## src/rtl/pipe_stage_regs.sv

```systemverilog
`default_nettype none
//============================================================================
// Module   : pipe_stage_regs
// Purpose  : Fetch PC, IF/ID and ID/EX pipeline registers with stall, flush
//            and redirect handling. Optional macro PIPE_PERF_EN adds
//            stall/flush event counters.
// Revision : 1.0  initial release
//============================================================================
module pipe_stage_regs #(
    parameter int                 XLEN      = 32,
    parameter int                 CTRL_W    = 16,
    parameter logic [XLEN-1:0]    RESET_PC  = '0,
    parameter logic [31:0]        NOP_INSTR = 32'h0000_0013
) (
    input  logic                  clk,
    input  logic                  rst,
    input  logic                  stallf,
    input  logic                  stalld,
    input  logic                  flushd,
    input  logic                  flushe,
    input  logic                  pcSrce,
    input  logic [XLEN-1:0]       pcTargete,
    input  logic [31:0]           instrf,
    output logic [XLEN-1:0]       pcf,
    output logic [31:0]           instrd,
    output logic [XLEN-1:0]       pcd,
    output logic [XLEN-1:0]       pcplus4d,
    output logic                  validd,
    input  logic [4:0]            rs1d,
    input  logic [4:0]            rs2d,
    input  logic [4:0]            rdd,
    input  logic [XLEN-1:0]       rd1d,
    input  logic [XLEN-1:0]       rd2d,
    input  logic [XLEN-1:0]       immextd,
    input  logic [CTRL_W-1:0]     ctrld,
    output logic [4:0]            rs1e,
    output logic [4:0]            rs2e,
    output logic [4:0]            rde,
    output logic [XLEN-1:0]       rd1e,
    output logic [XLEN-1:0]       rd2e,
    output logic [XLEN-1:0]       immexte,
    output logic [XLEN-1:0]       pce,
    output logic [XLEN-1:0]       pcplus4e,
    output logic [CTRL_W-1:0]     ctrle,
    output logic                  valide
`ifdef PIPE_PERF_EN
    ,
    output logic [31:0]           stall_cnt,
    output logic [31:0]           flush_cnt
`endif
);

    logic [XLEN-1:0] pc_plus4;

    assign pc_plus4 = pcf + XLEN'(4);

    // Redirect takes precedence over stall so a resolved branch is never dropped.
    always_ff @(posedge clk or posedge rst) begin
        if (rst) begin
            pcf <= RESET_PC;
        end else if (pcSrce) begin
            pcf <= pcTargete;
        end else if (!stallf) begin
            pcf <= pc_plus4;
        end
    end

    always_ff @(posedge clk or posedge rst) begin
        if (rst) begin
            instrd   <= NOP_INSTR;
            pcd      <= '0;
            pcplus4d <= '0;
            validd   <= 1'b0;
        end else if (flushd) begin
            instrd   <= NOP_INSTR;
            pcd      <= '0;
            pcplus4d <= '0;
            validd   <= 1'b0;
        end else if (!stalld) begin
            instrd   <= instrf;
            pcd      <= pcf;
            pcplus4d <= pc_plus4;
            validd   <= 1'b1;
        end
    end

    // A bubble zeroes rde so it can never match a forwarding comparison.
    always_ff @(posedge clk or posedge rst) begin
        if (rst) begin
            rs1e     <= '0;
            rs2e     <= '0;
            rde      <= '0;
            rd1e     <= '0;
            rd2e     <= '0;
            immexte  <= '0;
            pce      <= '0;
            pcplus4e <= '0;
            ctrle    <= '0;
            valide   <= 1'b0;
        end else if (flushe) begin
            rs1e     <= '0;
            rs2e     <= '0;
            rde      <= '0;
            rd1e     <= '0;
            rd2e     <= '0;
            immexte  <= '0;
            pce      <= '0;
            pcplus4e <= '0;
            ctrle    <= '0;
            valide   <= 1'b0;
        end else begin
            rs1e     <= rs1d;
            rs2e     <= rs2d;
            rde      <= rdd;
            rd1e     <= rd1d;
            rd2e     <= rd2d;
            immexte  <= immextd;
            pce      <= pcd;
            pcplus4e <= pcplus4d;
            ctrle    <= ctrld;
            valide   <= validd;
        end
    end

`ifdef PIPE_PERF_EN
    always_ff @(posedge clk or posedge rst) begin
        if (rst) begin
            stall_cnt <= '0;
            flush_cnt <= '0;
        end else begin
            if (stalld && !flushd) begin
                stall_cnt <= stall_cnt + 32'd1;
            end
            if (flushe) begin
                flush_cnt <= flush_cnt + 32'd1;
            end
        end
    end
`endif

endmodule
`default_nettype wire

```

## config.mk

```make
export PLATFORM = sky130hd
export DESIGN_NAME = pipe_stage_regs
export DESIGN_NICKNAME = d
export VERILOG_FILES = /design/src/rtl/pipe_stage_regs.sv
export SDC_FILE = /design/constraint.sdc
export NUM_CORES = 1
export LEC_CHECK = 0
export CORE_AREA = 2 2 203 205
export CTS_CLUSTER_DIAMETER = 50
export DETAILED_ROUTE_END_ITERATION = 6
export DIE_AREA = 0 0 205 207
export DONT_BUFFER_PORTS = 1
export HOLD_SLACK_MARGIN = 0.12
export PLACE_DENSITY = 0.52
export RECOVER_POWER = 25
export SLEW_MARGIN = 0
export SYNTH_ARGS = -nofsm -noshare
export SYNTH_HDL_FRONTEND = slang
export SYNTH_SLANG_ARGS = --single-unit
```

## constraint.sdc

```tcl
create_clock -name clk -period 18.21 [get_ports clk]
set_clock_uncertainty 0.2 [all_clocks]
set_input_delay 2.7315 -clock clk [delete_from_list [all_inputs] [get_ports clk]]
set_output_delay 2.7315 -clock clk [all_outputs]
set_load 0.01 [all_outputs]
```

==> results of run 1 <==
-- per-layer routing --
| metal | vias to the layer above | part of all wire, % | global-route usage [%] |
|---|---|---|---|
| li1 | 3355 | - | - |
| met2 | 375 | 48 | 26.36 |
| met4 | 0 | 2.4 | 5.855 |
| met3 | 51 | 11 | 6.278 |
| met5 | - | 0 | 0 |
| met1 | 3815 | 39 | 19.92 |
-- tightest hold or removal path, cell delays in order (launching register included) --
cell     delay (ps)
dfrtp_1         420
inv_1            90
nor2_1           40
-- where the power goes --
group	switching, mW	internal, mW
sequential	0.0739	0.747
clock	0.320	0.560
combinational	0.0434	0.0360
-- logic make-up (layout without fill, tap and decap cells) --
logic type      Yosys count  in the layout
xor+xnor                 27             27
flops                   317            317
fa+ha+maj                 1              1
simple gates            422            422
mux                      60             60
compound gates          100            100
buf+inv                  95             89
-- through the flow --
step / area, um2 / hold slack [ps] / instances
detailed placement: 12570 / 384.5 / 1475
floorplan: 12210 / 337.7 / 1022
CTS: 14080 / 386.6 / 1548
global route: 14070 / 410.5 / 1548
global placement: 12570 / 374.3 / 1475
finish: 14070 / 383.4 / 1548
-- path summary, 6_finish.rpt --
kind | slack, ps | start | endpoint
worst max-delay path | 12740 | rst | pcplus4e[5]
worst min register to register | 380 | validd | valide
max in group clk | 13970 | pcf[17] | pcf[17]
worst max register to register | 15240 | pcf[2] | pcplus4d[22]
worst min-delay path | 380 | validd | valide
min in group asynchronous | 2950 | rst | immexte[26]
-- sequential cells by signal, indices dropped and copies added (netlist names) --
signal,count
pcplus4e,32
pcplus4d,30
ctrle,16
pce,30
immexte,32
rs1e,5
instrd,32
valide,1
pcd,32
rd1e,32
pcf,32
rde,5
rs2e,5
validd,1
rd2e,32
-- synth_stat cells, drive strengths merged --
cell / count / area share, %
nand3: 9 / 0.37
and3: 1 / 0.051
clkbuf: 62 / 1.9
nor3: 2 / 0.082
dfstp: 3 / 0.65
dfrtp: 314 / 64
a311oi: 10 / 0.72
nor3b: 1 / 0.061
or2: 5 / 0.26
nand4b: 2 / 0.14
xor2: 11 / 0.79
and4: 8 / 0.57
or4: 22 / 1.4
mux2: 2 / 0.18
mux2i: 58 / 4.8
a211oi: 10 / 0.61
nand2: 39 / 1.2
a21o: 3 / 0.18
inv: 12 / 0.37
and2: 1 / 0.051
o31a: 8 / 0.57
nand2b: 3 / 0.15
buf: 20 / 0.94
ha: 1 / 0.10
o211ai: 1 / 0.061
nand4: 14 / 0.89
or3: 8 / 0.42
o21ai: 21 / 0.86
a2111oi: 1 / 0.072
clkinv: 1 / 0.031
o31ai: 17 / 1.0
a211o: 3 / 0.22
nor2b: 189 / 9.7
xnor2: 16 / 1.1
nor2: 104 / 3.2
a31oi: 14 / 0.72
a21oi: 12 / 0.49
nor4: 14 / 0.72
-- cell type report --
cell class	instances	area, um2	area share [%]
tap	532	665.6	4.730
multi-input combinational	610	3879	27.56
sequential	317	7936	56.39
timing repair buffer	3	35.03	0.2489
clock inverter	22	341.6	2.427
inverter	13	50.05	0.3556
clock buffer	51	1166	8.286
==> impl_metrics.env, run 1 <==
export IMPL_slowest_delay_ps=2020
export IMPL_timing_final_crit_share_pct=30.02
export IMPL_diodes=0
export IMPL_htreeDepth=2
export IMPL_path_depth=2
export IMPL_routed_wl_um=36010
export IMPL_status="finished, violations left"
export IMPL_period_needed_ps=5467
export IMPL_antenna_found_initial=2
export IMPL_setup_violations=0
export IMPL_synth_fa_ha_area_share_pct=0.1025
export IMPL_fp_row_count=74
export IMPL_die_w_um=205
export IMPL_cts_buffers=42
export IMPL_fin_setup_tns_ps=0
export IMPL_yosys_warnings=0
export IMPL_viasPerCell=4.907
export IMPL_p_leak_nw=6.258
export IMPL_reg2regPathDepth=5
export IMPL_die_h_um=207
export IMPL_hold_class="reg2reg"
export IMPL_grt_use_total_pct=16.37
export IMPL_final_common_cell="dfrtp_1"
export IMPL_final_hold_viol_count=0
export IMPL_synth_mux_area_share_pct=4.939
export IMPL_p_per_area_nw_per_um2=126.5
export IMPL_cts_setup_buffers=0
export IMPL_maxSlewViolCount=83
export IMPL_cts_tree="yes"
export IMPL_utilization_pct=34.86
export IMPL_dp_slack_ps=13630
export IMPL_initial_core_util_pct=30.25
export IMPL_power_mw=1.780
export IMPL_clock_path_buffers=3
export IMPL_clkLatencyLatePin_ps=560
export IMPL_grt_max_degree=191
export IMPL_synthSimpleGateAreaFrac_pct=19.23
export IMPL_cts_sinks=317
export IMPL_synthesis_nets=1221
export IMPL_worstPathRequired_ps=18560
export IMPL_ys_seq_area_share_pct=64.99
export IMPL_firstDrtPassIters=5
export IMPL_critPathMaxFanout=83
export IMPL_ir_drop_v=0.00006866
export IMPL_fin_ws_ps=12740
export IMPL_final_antenna_net_count=0
export IMPL_pin_count=519
export IMPL_area_growth_pct=15.25
export IMPL_clkTransAtPathRegs_ps=60
export IMPL_layout_common_cells="314 x dfrtp_1, 189 x nor2b_1, 104 x nor2_1"
export IMPL_holdPathStages=2
export IMPL_max_slew_worst_pin_slew_ps=3650
export IMPL_synth_compound_area_share_pct=5.553
export IMPL_cpLargestDelayFamily="buffers and inverters"
export IMPL_synth_cells=1022
export IMPL_die_area_um2=42440
export IMPL_coreArea_um2=40370
export IMPL_drive_above_1_share_pct=8.760
export IMPL_timing_max_cap_violations=1
export IMPL_violations="max-capacitance violations, max-slew violations"
export IMPL_crit_buf_inv=2
export IMPL_io_buffers=0
export IMPL_syn_area_per_cell_um2=11.95
export IMPL_grt_pass1_wl_um=52210
export IMPL_max_slew_margin_pct=-144.7
export IMPL_gr_total_overflow=0
export IMPL_crit_path_end_kind="asynchronous set/reset pin"
export IMPL_routedWlPerCell_um=23.26
export IMPL_crit_type="in2async"
export IMPL_rsz0062_at_grt="no"
export IMPL_syn_area_um2=12210
export IMPL_grt_pass1_vias=7543
export IMPL_clock_fmax_mhz=182.9
export IMPL_drt_iter0_drc=580
export IMPL_nFillCells=4009
export IMPL_slowest_stage="clkinvlp_2"
export IMPL_ctsResizeCount=0
export IMPL_critPathLaunchType="input port"
export IMPL_synth_distinct_cells=45
export IMPL_cts_root_buf="clkbuf_16"
export IMPL_synth_top_family_by_area="simple AND/OR/NAND/NOR gates"
export IMPL_ys_seq_elements=317
export IMPL_cp_arrival_ps=5820
export IMPL_dp_hpwl_um=24800
export IMPL_fin_nets=1186
export IMPL_synth_xor_area_share_pct=1.936
export IMPL_drc=0
export IMPL_via_count=7596
export IMPL_cp_cell_sequence="clkinvlp_2, buf_4"
export IMPL_hold_buffers=0
export IMPL_gp_congestion=0.7798
No activity file was read; power rests on OpenSTA's default activity.
==> inputs of run 2 (changes only) <==
--- a/config.mk
+++ b/config.mk
@@ -5,13 +5,14 @@
 export SDC_FILE = /design/constraint.sdc
 export NUM_CORES = 1
 export LEC_CHECK = 0
-export CORE_AREA = 2 2 203 205
+export ABC_AREA = 1
+export CORE_AREA = 2 2 201 203
 export CTS_CLUSTER_DIAMETER = 50
 export DETAILED_ROUTE_END_ITERATION = 6
-export DIE_AREA = 0 0 205 207
+export DIE_AREA = 0 0 203 205
 export DONT_BUFFER_PORTS = 1
 export HOLD_SLACK_MARGIN = 0.12
-export PLACE_DENSITY = 0.52
+export PLACE_DENSITY = 0.54
 export RECOVER_POWER = 25
 export SLEW_MARGIN = 0
 export SYNTH_ARGS = -nofsm -noshare
==> constraint.sdc (replaced) <==
create_clock -name clk -period 4.83 [get_ports clk]
set_clock_uncertainty 0.2 [all_clocks]
set_input_delay 0.7245 -clock clk [delete_from_list [all_inputs] [get_ports clk]]
set_output_delay 0.7245 -clock clk [all_outputs]
set_load 0.01 [all_outputs]
==> run 2 against run 1 <==
The flow still finishes with violations (max-capacitance violations, max-slew violations); power increased to 3.7 times the previous value; critical path type is now in2reg; critical endpoint is now pcf[4]; highest routed layer is now met5; utilization increased by 4.7 points; final area increased by 11%; hold slack got worse by 240 ps; sequential share of layout area decreased by 5.4 points; first-iteration DRC count decreased by 2.9%; clock-buffer cell count increased by 5; die area decreased by 1.9%; sequential power increased to 3.7 times the previous value; critical path depth increased by 1.
==> impl_metrics.env, run 2 <==
export IMPL_ys_seq_area_share_pct=66.27
export IMPL_layout_common_cells="314 x dfrtp_1, 254 x inv_1, 218 x nor2_1"
export IMPL_nFillCells=3753
export IMPL_drive_above_1_share_pct=7.470
export IMPL_cts_buffers=39
export IMPL_worstPathRequired_ps=5070
export IMPL_grt_pass1_wl_um=57460
export IMPL_synth_distinct_cells=29
export IMPL_max_slew_margin_pct=-19.21
export IMPL_ys_flop_type="dfrtp_1"
export IMPL_dp_hpwl_um=26430
export IMPL_initial_core_util_pct=30.42
export IMPL_cts_tree="yes"
export IMPL_io_buffers=0
export IMPL_fp_row_count=73
export IMPL_coreArea_um2=39370
export IMPL_yosys_top_cells_count="314 x dfrtp_1, 255 x inv_1, 220 x nor2_1, 203 x nand2_1, 40 x o22ai_1"
export IMPL_via_count=8831
export IMPL_timing_final_crit_share_pct=52.09
export IMPL_multiInputGateArea_um2=2850
export IMPL_diodes=0
export IMPL_setup_violations=0
export IMPL_die_w_um=203
export IMPL_synth_edff_count=0
export IMPL_reg2reg_from="pcf[2]"
export IMPL_hold_class="in2reg"
export IMPL_timing_max_cap_violations=1
export IMPL_synth_cells=1224
export IMPL_clock_path_buffers=3
export IMPL_fin_nets=1589
export IMPL_yosysMostFrequentCell="dfrtp_1"
export IMPL_grt_use_total_pct=18.55
export IMPL_final_hold_viol_count=0
export IMPL_routedWlPerCell_um=20.13
export IMPL_place_area_um2=12480
export IMPL_gp_congestion=0.8508
export IMPL_violations="max-capacitance violations, max-slew violations"
export IMPL_status="finished, violations left"
export IMPL_grt_pass1_vias=9082
export IMPL_final_antenna_net_count=0
export IMPL_firstDrtPassIters=5
export IMPL_yosys_warnings=0
export IMPL_hold_start="rdd[1]"
export IMPL_fin_setup_tns_ps=0
export IMPL_drt_iter0_drc=563
export IMPL_cts_setup_buffers=0
export IMPL_gr_total_overflow=0
export IMPL_period_needed_ps=2516
export IMPL_design_area_um2=15560
export IMPL_critPathMaxFanout=27
export IMPL_syn_area_per_cell_um2=9.784
export IMPL_maxSlewViolCount=25
export IMPL_die_h_um=205
export IMPL_async_reset_ff_share_pct=100.0
export IMPL_routed_wl_um=39130
export IMPL_htreeDepth=2
export IMPL_regArea_um2=7936
export IMPL_rsz0062_at_grt="no"
export IMPL_synth_top_area_share_pct=65.61
export IMPL_yosysTopAreaCell="dfrtp_1"
export IMPL_p_per_area_nw_per_um2=419.2
export IMPL_viasPerCell=4.543
export IMPL_netlist_top_cells_area="dfrtp_1 66%, inv_1 8.0%, nor2_1 6.9%"
export IMPL_pin_count=519
export IMPL_crit_start="pcSrce"
export IMPL_syn_area_um2=11980
export IMPL_cts_sinks=317
export IMPL_p_leak_nw=7.943
export IMPL_drc=0
export IMPL_crit_path_end_kind="register"
export IMPL_cp_cell_sequence="nor2_1, inv_1, o221ai_1"
export IMPL_die_area_um2=41620
export IMPL_slowest_delay_ps=1300
export IMPL_cts_root_buf="clkbuf_16"
export IMPL_synthesis_nets=1423
export IMPL_antenna_found_initial=3
export IMPL_critPathLaunchType="input port"
export IMPL_ys_seq_elements=317
export IMPL_power_mw=6.521
export IMPL_cp_arrival_ps=2750
export IMPL_clkTransAtPathRegs_ps=60
export IMPL_clkLatencyLatePin_ps=540
export IMPL_clock_fmax_mhz=397.5
export IMPL_area_growth_pct=29.91
export IMPL_crit_type="in2reg"
export IMPL_max_slew_worst_pin_slew_ps=1782
export IMPL_final_common_cell="dfrtp_1"
export IMPL_grt_max_degree=184
export IMPL_ir_drop_v=0.0002284
export IMPL_utilization_pct=39.52
export IMPL_slowest_stage="nor2_1"
## run 2: worst max-delay path, delay by kind of cell
kind	cells	cell delay, ps
AO/OA/AOI/OAI	1	310
buffers and inverters	1	410
AND/OR/NAND/NOR	1	1300
## run 2: repair_timing
action,CTS,global route
resized for setup,0,0
hold buffers,172,0
endpoints found under the hold margin,244,0
## run 2: cell families after synthesis
| family | synth area share [%] |
|---|---|
| buffers and inverters | 10.05 |
| AOI/OAI and AO/OA | 6.321 |
| adders and majority gates | 0.1045 |
| and+or+nand+nor | 15.96 |
| xor gates and xnor gates | 1.285 |
| DFF | 66.27 |
## run 2: where the power goes
part / leakage (nW) / switching [mW] / internal (mW)
logic: 3.14 / 0.305 / 0.200
registers: 4.15 / 0.240 / 2.81
clock network: 0.654 / 1.14 / 1.82
total: 7.94 / 1.68 / 4.84
## run 2: per-stage QoR
stage / instances / hold WS, ps / setup WS (ps)
6_report: 1944 / 146.1 / 2314
5_1_grt: 1944 / 137.4 / 2151
4_1_cts: 1944 / 136.7 / 2673
3_5_place_dp: 1702 / 351.7 / 2339
3_3_place_gp: 1702 / 346.8 / 2390
2_1_floorplan: 1224 / 332.6 / -316.9
## run 2: layout make-up
type | instances | share of cell area, %
Clock buffer | 56 | 7.600
Timing Repair Buffer | 177 | 11.58
Sequential cell | 317 | 51.01
Multi-Input combinational cell | 597 | 18.32
Tap cell | 525 | 4.222
Clock inverter | 14 | 1.029
Inverter | 258 | 6.233
## run 2: worst paths after layout
check / cells after the start / slack [ps] / endpoint
setup / recovery: 3 / 2310 / pcf[4]
hold / removal: 2 / 150 / rde[1]
setup reg to reg: 10 / 2770 / pcf[22]
hold reg to reg: 1 / 360 / instrd[1]
max in group asynchronous: 3 / 2490 / pce[16]
min in group asynchronous: 2 / 570 / rd2e[31]
## run 2: routing by layer
layer,routed length (um),track usage (%)
met2,19550,32.02
met5,26,0
met3,3254,5.934
met1,15030,21.19
met4,1271,7.873
==> inputs of run 3 (changes only) <==
==> constraint.sdc (replaced) <==
create_clock -name clk -period 2.31 [get_ports clk]
set_clock_uncertainty 0.2 [all_clocks]
set_input_delay 0.3465 -clock clk [delete_from_list [all_inputs] [get_ports clk]]
set_output_delay 0.3465 -clock clk [all_outputs]
set_load 0.01 [all_outputs]
==> run 3 against run 2 <==
The flow now finishes without violations; clock power grew 120%; via count is 8.3% higher; sequential power is 110% higher; final area is 11% higher.
==> impl_metrics.env, run 3 (synthesis results as in run 2) <==
export IMPL_status="completed"
export IMPL_clkPwrFrac_pct=45.9
export IMPL_drive_above_1_share_pct=9.440
export IMPL_cts_tree="yes"
export IMPL_hold_slack_ps=201.3
export IMPL_timing_max_cap_violations=0
export IMPL_place_area_um2=12650
export IMPL_clock_fmax_mhz=450.9
export IMPL_firstDrtPassIters=7
export IMPL_routedWlPerCell_um=19.62
export IMPL_cts_root_buf="clkbuf_16"
export IMPL_pin_count=519
export IMPL_initial_core_util_pct=30.42
export IMPL_ir_drop_v=0.0004685
export IMPL_clkLatencyLatePin_ps=560
export IMPL_layout_common_cells="317 x dlygate4sd3_1, 292 x dfrtp_1, 253 x inv_1"
export IMPL_p_comb_share_pct=9.2
export IMPL_hold_class="in2reg"
export IMPL_final_hold_viol_count=0
export IMPL_area_growth_pct=44.25
export IMPL_antenna_found_initial=6
export IMPL_drt_iter0_drc=545
export IMPL_maxSlewViolCount=0
export IMPL_period_needed_ps=2218
export IMPL_gr_total_overflow=0
export IMPL_p_int_mw=10.48
export IMPL_critPathLaunchType="register"
export IMPL_final_cells=2118
export IMPL_cpLargestDelayFamily="buffers and inverters"
export IMPL_gp_congestion=0.8407
export IMPL_p_leak_nw=8.755
export IMPL_drc=0
export IMPL_power_frac_seq_pct=44.9
export IMPL_crit_buf_inv=1
export IMPL_max_slew_margin_pct=30.93
export IMPL_dp_hpwl_um=27280
export IMPL_htreeDepth=2
export IMPL_grt_pass1_vias=10100
export IMPL_cp_cell_sequence="ha_1, nand3_1, xor2_2, o221ai_1, dlygate4sd3_1"
export IMPL_worstPathRequired_ps=2540
export IMPL_clock_path_buffers=3
export IMPL_timing_final_crit_share_pct=96.00
export IMPL_design_area_um2=17270
export IMPL_final_antenna_net_count=0
export IMPL_die_h_um=205
export IMPL_slowest_delay_ps=590
export IMPL_die_area_um2=41620
export IMPL_fin_nets=1758
export IMPL_die_w_um=203
export IMPL_max_slew_worst_pin_slew_ps=1036
export IMPL_crit_type="reg2reg"
export IMPL_p_sw_mw=3.737
export IMPL_fin_setup_tns_ps=0
export IMPL_coreArea_um2=39370
export IMPL_critPathMaxFanout=4
export IMPL_setup_violations=0
export IMPL_grt_max_degree=100
export IMPL_cts_sinks=317
export IMPL_p_per_area_nw_per_um2=823.1
export IMPL_via_count=9561
export IMPL_dp_cells=1720
export IMPL_slowest_stage="dlygate4sd3_1"
export IMPL_cp_arrival_ps=2450
export IMPL_clkTransAtPathRegs_ps=60
export IMPL_power_mw=14.22
export IMPL_fp_row_count=73
export IMPL_viasPerCell=4.514
export IMPL_cts_buffers=41
export IMPL_switching_share_pct=26.28
export IMPL_grt_pass1_wl_um=61630
export IMPL_grt_use_total_pct=19.76
export IMPL_final_common_cell="dlygate4sd3_1"
export IMPL_io_buffers=0
export IMPL_routed_wl_um=41550
export IMPL_crit_path_end_kind="register"
[run 3: cell count changes in the layout (fill, tap and decap cells not counted), moves of 7 or more]
cell,before,now
dfrtp_2,0,22
buf_4,3,11
clkbuf_1,5,14
dfrtp_1,314,292
clkbuf_8,10,3
dlygate4sd3_1,171,317
[run 3: layer usage]
metal	vias up	part of all wire (%)	wire, um	GRT usage, %
li1	4316	-	-	-
met1	4686	38	15810	22.85
met2	453	49	20450	33.38
met3	100	8.9	3681	6.538
met4	6	3.8	1562	8.837
met5	-	0.099	41	0
[run 3: through the flow]
stage | setup WS [ps] | util [%]
after floorplan | -2459 | -
after global placement | 322.3 | 32.14
after detailed placement | 320.3 | 32.14
after CTS | 23.14 | 43.87
after global routing | -22.58 | 43.87
final | 92.36 | 43.88
[run 3: worst min-delay path, cell delays in order]
cell      delay [ps]
buf_12           180
nor2_2            70
inv_1            200
o21bai_1         110
[run 3: final timing paths]
path / start / to / slack, ps / cells after the start
max reg2reg: pcf[2] / pcf[6] / 90 / 5
min reg2reg: instrd[1] / instrd[1] / 360 / 1
min: pcSrce / pcf[10] / 200 / 4
max in group asynchronous: rst / rd1e[4] / 350 / 4
max: pcf[2] / pcf[6] / 90 / 5
min in group asynchronous: rst / pce[28] / 410 / 3
[run 3: layout make-up]
| cell class | instances | area, um2 |
|---|---|---|
| antenna | 4 | 10.01 |
| clock buffer | 51 | 1094 |
| clock inverter | 22 | 302.8 |
| fill | 3645 | 22090 |
| inverter | 258 | 969.7 |
| multi-input combinational | 597 | 2880 |
| sequential | 317 | 7964 |
| tap | 525 | 656.9 |
| timing repair buffer | 344 | 3397 |
[run 3: timing repair]
| action | CTS | global route |
|---|---|---|
| hold buffers | 319 | 0 |
| hold endpoints to repair | 585 | 0 |
| setup buffers | 0 | 2 |
| endpoints found under the setup margin | 0 | 7 |
| gates resized for setup | 0 | 30 |
[run 3: power groups by stage]
stage / clock network, mW / logic [mW] / registers, mW
after detailed placement: 0 / 0.827 / 6.47
final: 6.53 / 1.31 / 6.38
after floorplan: 0 / 0.615 / 6.32
after CTS: 6.71 / 1.31 / 6.37
after global placement: 0 / 0.807 / 6.47
after global routing: 6.93 / 1.47 / 6.41
